$ cat config.mk
export PLATFORM = sky130hd
export DESIGN_NAME = mask_row_serializer
export DESIGN_NICKNAME = d
export VERILOG_FILES = /design/src/rtl/mask_row_serializer.sv
export SDC_FILE = /design/constraint.sdc
export NUM_CORES = 1
export LEC_CHECK = 0
export BUFFER_PORTS_ARGS = -buffer_cell sky130_fd_sc_hd__clkbuf_2
export CORE_ASPECT_RATIO = 1.25
export CORE_MARGIN = 4
export CORE_UTILIZATION = 40
export DETAILED_ROUTE_END_ITERATION = 16
export MAX_ROUTING_LAYER = met4
export PLACE_DENSITY = 0.62
export SLEW_MARGIN = 20
export SYNTH_ARGS = -nofsm -noshare
export SYNTH_HDL_FRONTEND = slang
export SYNTH_SLANG_ARGS = --single-unit
$ cat constraint.sdc
create_clock -name clk -period 1.8 [get_ports clk]
set_clock_uncertainty 0.1 [all_clocks]
set_input_delay 0.36 -clock clk [delete_from_list [all_inputs] [get_ports clk]]
set_output_delay 0.36 -clock clk [all_outputs]
set_load 0.01 [all_outputs]
$ cat src/rtl/mask_row_serializer.sv
// Mask-row serializer: accepts IMG_W-bit exposure-mask rows and shifts them into the sensor mask chain
// LANE_W bits at a time. Optional frame checksum outputs are compiled in with `define MASK_CHECKSUM_EN.
module mask_row_serializer #(
  parameter int IMG_W  = 300,
  parameter int IMG_H  = 300,
  parameter int LANE_W = 32
) (
  input  logic                       clk,
  input  logic                       rst_n,
  input  logic                       clk_en,
  input  logic                       frame_start,
  input  logic [IMG_W-1:0]           row_in,
  input  logic                       row_valid,
  output logic                       row_ready,
  output logic [LANE_W-1:0]          sensor_data,
  output logic                       sensor_shift,
  output logic                       sensor_row_load,
  output logic                       sensor_frame_done,
  output logic [$clog2(IMG_H+1)-1:0] row_count,
  output logic                       busy,
  output logic                       start_err
`ifdef MASK_CHECKSUM_EN
  ,
  output logic [IMG_W-1:0]           frame_checksum,
  output logic                       checksum_valid
`endif
);

  localparam int NCHUNK  = (IMG_W + LANE_W - 1) / LANE_W;
  localparam int SH_W    = NCHUNK * LANE_W;
  localparam int CNT_W   = $clog2(IMG_H + 1);
  localparam int CHUNK_W = (NCHUNK > 1) ? $clog2(NCHUNK) : 1;
  localparam logic [CHUNK_W-1:0] LAST_CHUNK     = CHUNK_W'(NCHUNK - 1);
  localparam logic [CNT_W-1:0]   ROWS_PER_FRAME = CNT_W'(IMG_H);

  typedef enum logic [2:0] {
    S_IDLE,
    S_WAIT_ROW,
    S_SHIFT,
    S_LOAD,
    S_DONE
  } state_t;

  state_t              state_q, state_d;
  logic [SH_W-1:0]     shreg_q, shreg_d;
  logic [LANE_W-1:0]   data_q, data_d;
  logic [CHUNK_W-1:0]  chunk_cnt_q, chunk_cnt_d;
  logic [CNT_W-1:0]    row_count_q, row_count_d;
  logic                shift_q, shift_d;
  logic                row_load_q, row_load_d;
  logic                frame_done_q, frame_done_d;
  logic                start_err_q, start_err_d;
  logic [SH_W-1:0]     row_pad;
`ifdef MASK_CHECKSUM_EN
  logic [IMG_W-1:0]    acc_q, acc_d;
  logic [IMG_W-1:0]    cksum_q, cksum_d;
  logic                cksum_vld_q, cksum_vld_d;
`endif

  // Zero-extend to a whole number of chunks so the last chunk's unused bits shift out as 0.
  assign row_pad = SH_W'(row_in);

  always_comb begin
    state_d      = state_q;
    shreg_d      = shreg_q;
    data_d       = data_q;
    chunk_cnt_d  = chunk_cnt_q;
    row_count_d  = row_count_q;
    shift_d      = 1'b0;
    row_load_d   = 1'b0;
    frame_done_d = 1'b0;
    start_err_d  = frame_start && (state_q != S_IDLE);
`ifdef MASK_CHECKSUM_EN
    acc_d        = acc_q;
    cksum_d      = cksum_q;
    cksum_vld_d  = 1'b0;
`endif
    case (state_q)
      S_IDLE: begin
        if (frame_start) begin
          state_d     = S_WAIT_ROW;
          row_count_d = '0;
`ifdef MASK_CHECKSUM_EN
          acc_d       = '0;
`endif
        end
      end
      S_WAIT_ROW: begin
        // Chunk 0 is presented straight from the capture so it appears the cycle after the handshake.
        if (row_valid) begin
          state_d     = S_SHIFT;
          data_d      = row_pad[LANE_W-1:0];
          shreg_d     = row_pad >> LANE_W;
          chunk_cnt_d = '0;
          shift_d     = 1'b1;
`ifdef MASK_CHECKSUM_EN
          acc_d       = acc_q ^ row_in;
`endif
        end
      end
      S_SHIFT: begin
        if (chunk_cnt_q == LAST_CHUNK) begin
          state_d     = S_LOAD;
          row_load_d  = 1'b1;
          row_count_d = row_count_q + CNT_W'(1);
        end else begin
          data_d      = shreg_q[LANE_W-1:0];
          shreg_d     = shreg_q >> LANE_W;
          chunk_cnt_d = chunk_cnt_q + CHUNK_W'(1);
          shift_d     = 1'b1;
        end
      end
      S_LOAD: begin
        if (row_count_q == ROWS_PER_FRAME) begin
          state_d      = S_DONE;
          frame_done_d = 1'b1;
`ifdef MASK_CHECKSUM_EN
          cksum_d      = acc_q;
          cksum_vld_d  = 1'b1;
`endif
        end else begin
          state_d = S_WAIT_ROW;
        end
      end
      S_DONE: begin
        state_d = S_IDLE;
      end
      default: begin
        state_d = S_IDLE;
      end
    endcase
  end

  always_ff @(posedge clk or negedge rst_n) begin
    if (!rst_n) begin
      state_q      <= S_IDLE;
      shreg_q      <= '0;
      data_q       <= '0;
      chunk_cnt_q  <= '0;
      row_count_q  <= '0;
      shift_q      <= 1'b0;
      row_load_q   <= 1'b0;
      frame_done_q <= 1'b0;
      start_err_q  <= 1'b0;
`ifdef MASK_CHECKSUM_EN
      acc_q        <= '0;
      cksum_q      <= '0;
      cksum_vld_q  <= 1'b0;
`endif
    end else if (clk_en) begin
      state_q      <= state_d;
      shreg_q      <= shreg_d;
      data_q       <= data_d;
      chunk_cnt_q  <= chunk_cnt_d;
      row_count_q  <= row_count_d;
      shift_q      <= shift_d;
      row_load_q   <= row_load_d;
      frame_done_q <= frame_done_d;
      start_err_q  <= start_err_d;
`ifdef MASK_CHECKSUM_EN
      acc_q        <= acc_d;
      cksum_q      <= cksum_d;
      cksum_vld_q  <= cksum_vld_d;
`endif
    end
  end

  // Strobes are masked while frozen so a stalled cycle never repeats a shift or load.
  assign row_ready         = (state_q == S_WAIT_ROW);
  assign busy              = (state_q != S_IDLE);
  assign sensor_data       = data_q;
  assign sensor_shift      = shift_q & clk_en;
  assign sensor_row_load   = row_load_q & clk_en;
  assign sensor_frame_done = frame_done_q & clk_en;
  assign start_err         = start_err_q & clk_en;
  assign row_count         = row_count_q;
`ifdef MASK_CHECKSUM_EN
  assign frame_checksum    = cksum_q;
  assign checksum_valid    = cksum_vld_q & clk_en;
`endif

endmodule

==> flow_summary.yaml <==
run_status:
  status: "finished with violations"
  failed_checks: "negative setup slack"
layout:
  final_cells: 2868
  final_common_cell: "nand2_1"
  syn_to_final_growth_pct: 63.2
  fin_area_mm2: 0.0236
  drive_above_1_share_pct: 31.6
  final_cell_mix: "nand2_1 (541), clkbuf_2 (348), dfrtp_1 (317)"
  nNetsFinal: 2672
critical_path:
  crit_fanout: 8
  crit_path_cell_trace: "buf_4, nor3b_4, buf_4, a22o_4, buf_12, clkbuf_16, clkbuf_16, nor2_4, a31oi_4"
  cp-start-kind: "register"
  worstPathRequired_ps: 2140
  crit_slowest_cell: "dfrtp_2"
  worstPathArrival_ps: 2450
  crit_type: "reg -> reg"
  crit_family: "buffers and inverters"
  worst_setup_path_end_kind: "register"
  cp_slowest_stage_delay_ps: 430
  crit_buf_inv: 5
timing:
  period_share_pct: 117
  rsz0062_at_grt: "yes"
  fmax_ghz: 0.474
  worst_pin_slew_ps: 395
  setup_viol: 313
  setup_slack_ps: -312
  slew_violations: 0
  maxSlewHeadroom_pct: 73.3
  hold_ws_ps: 11.7
  setup_tns_ps: -48430
  period_needed_ps: 2110
  finalHoldViolations: 0
clocking:
  clock_path_buffers: 3
  cts_sinks: 320
  clock_latency_ps: 530
  root_buffer: "clkbuf_16"
  cts_tree: "yes"
  cts_buffers: 34
  cts.htree.levels: 2
  cts.clk_slew.worst_paths_ps: 60
logic_synthesis:
  synthesis.area_mm2: 0.0145
  syn-num-nets: 1963
  synthSimpleGateAreaFrac_pct: 22.9
  synth_top_family_by_area: "simple AND/OR/NAND/NOR gates"
  synth.yosys.warnings: 0
  muxShareOfSynthArea_pct: 0
  synth_compound_area_share_pct: 14.9
  syn_area_per_cell_um2: 8.75
  synth-seq-cells: 320
  synth_enable_flop_cells: 0
  synthAdderAreaFrac_pct: 0.346
  synth_async_sr_flop_share_pct: 100
  syn_inst: 1654
  ys.flop_type: "dfrtp_1"
  synth_xor_area_share_pct: 0.302
  synth_cell_types: 38
  ys_seq_area_share_pct: 55.3
routing:
  dr.pass1.iters: 5
  avgViaCountPerCell: 5.39
  met2_length_um: 27800
  route.top_layer_used: "met4"
  wl_met3_um: 3280
  drt_iter0_drc: 1285
  wirelength_um: 55800
  wl_per_cell_um: 19.5
  met1Wirelength_um: 22000
  drcViolationCount: 0
  vias: 15500
  ant_nets: 0
placed_design:
  routabilityCongestion: 0.866
  dp.final_hpwl_um: 30000
  place_ws_ps: -66.8
  post-place-cells: 2443
  io_buffers: 351
  placed_area_mm2: 0.0171
grt:
  grt_pass1_vias: 14500
  overflow: 0
  grt_first_pass_wirelength_um: 74800
  track_usage_pct: 24.2
  grt_antenna_before_repair: 1
  grt_max_degree: 80
hold_path:
  hold_path.class: "in -> reg"
floorplanning:
  die_w_um: 178
  coreArea_mm2: 0.0356
  num_rows: 77
  ioPinCount: 352
  initial_core_util_pct: 40.7
  die_h_um: 221
  die-area_mm2: 0.0393
job:
  max_cap_viol_count: 0
power_and_ir_drop:
  vdd_drop_max_uv: 737
  leakage_nw: 10.7
  p_per_area_mw_per_mm2: 1740
-- synthesized netlist by cell type, drive strengths merged (4+ instances only) --
cell type	number	share of area [%]
a22o	34	2.1
inv	12	0.31
a31oi	268	12
ha	4	0.35
xnor2	5	0.30
buf	97	5.0
nand2	542	14
dfrtp	320	55
nand2b	4	0.17
o21ai	12	0.41
or3	4	0.17
nand3	4	0.14
clkbuf	34	0.88
nor2	275	7.1
and2	7	0.30
nand4	5	0.22
-- cell families after synthesis --
logic type,after synthesis
compound gates,330
xor+xnor,5
fa+ha+maj,4
buf+inv,143
flops,320
simple gates,852
-- per-layer routing --
metal / up-vias / track usage (%)
met5: - / -
met4: 0 / 8.87
met3: 180 / 3.01
met2: 749 / 39.5
met1: 7486 / 31.2
li1: 7038 / -
-- worst reg2reg max path, delay by kind of cell, from the launching register on --
family	cells	cell delay (ps)
buffers and inverters	5	860
DFF	1	430
AOI/OAI and AO/OA	2	360
and+or+nand+nor	2	280
-- layout make-up --
| type | instances | area [um^2] |
|---|---|---|
| Inverter | 12 | 45.0 |
| Antenna cell | 6 | 15.0 |
| Clock buffer | 51 | 1040 |
| Clock inverter | 10 | 129 |
| Timing Repair Buffer | 801 | 7270 |
| Fill cell | 2605 | 11900 |
| Tap cell | 474 | 593 |
| Multi-Input combinational cell | 1194 | 6530 |
| Sequential cell | 320 | 8010 |
-- per-stage QoR --
| step | utilization (%) | power, mW |
|---|---|---|
| 5_1_grt | 66.4 | 43.5 |
| 3_3_place_gp | 48.0 | 26.3 |
| 6_report | 66.5 | 41.1 |
| 2_1_floorplan | - | 22.2 |
| 4_1_cts | 60.9 | 35.9 |
| 3_5_place_dp | 48.0 | 26.7 |
-- state kept, by name, summed over array words and instances (netlist names) --
| register | count |
|---|---|
| chunk_cnt_q | 4 |
| shreg_q | 268 |
| start_err_q | 1 |
| frame_done_q | 1 |
| sensor_data | 32 |
| row_load_q | 1 |
| row_count | 9 |
| state_q | 3 |
| shift_q | 1 |
-- report_power, final --
part	switching, mW	leakage, nW	internal, mW
clock network	2.95	0.579	4.43
registers	2.62	3.68	10.6
logic	10.8	6.41	9.71
total	16.4	10.7	24.7
-- timing repair --
action | 4_1_cts | 5_1_grt
endpoints found under the hold margin | 361 | 0
pin swaps | 4 | 7
endpoints found under the setup margin | 166 | 314
buffers inserted | 16 | 20
hold buffers | 283 | 0
resized for setup | 44 | 279
gates cloned | 10 | 31
-- final timing paths --
path,start,end,slack (ps),cells after the start
setup / recovery,state_q[2],shreg_q[83],-310,9
hold / removal,row_in[132],shreg_q[100],10,3
setup reg to reg,state_q[2],shreg_q[83],-310,9
hold reg to reg,shreg_q[240],shreg_q[240],410,1
max in group asynchronous,rst_n,sensor_data[20],740,3
min in group asynchronous,rst_n,state_q[0],240,2
No activity file was read; power rests on OpenSTA's default activity.
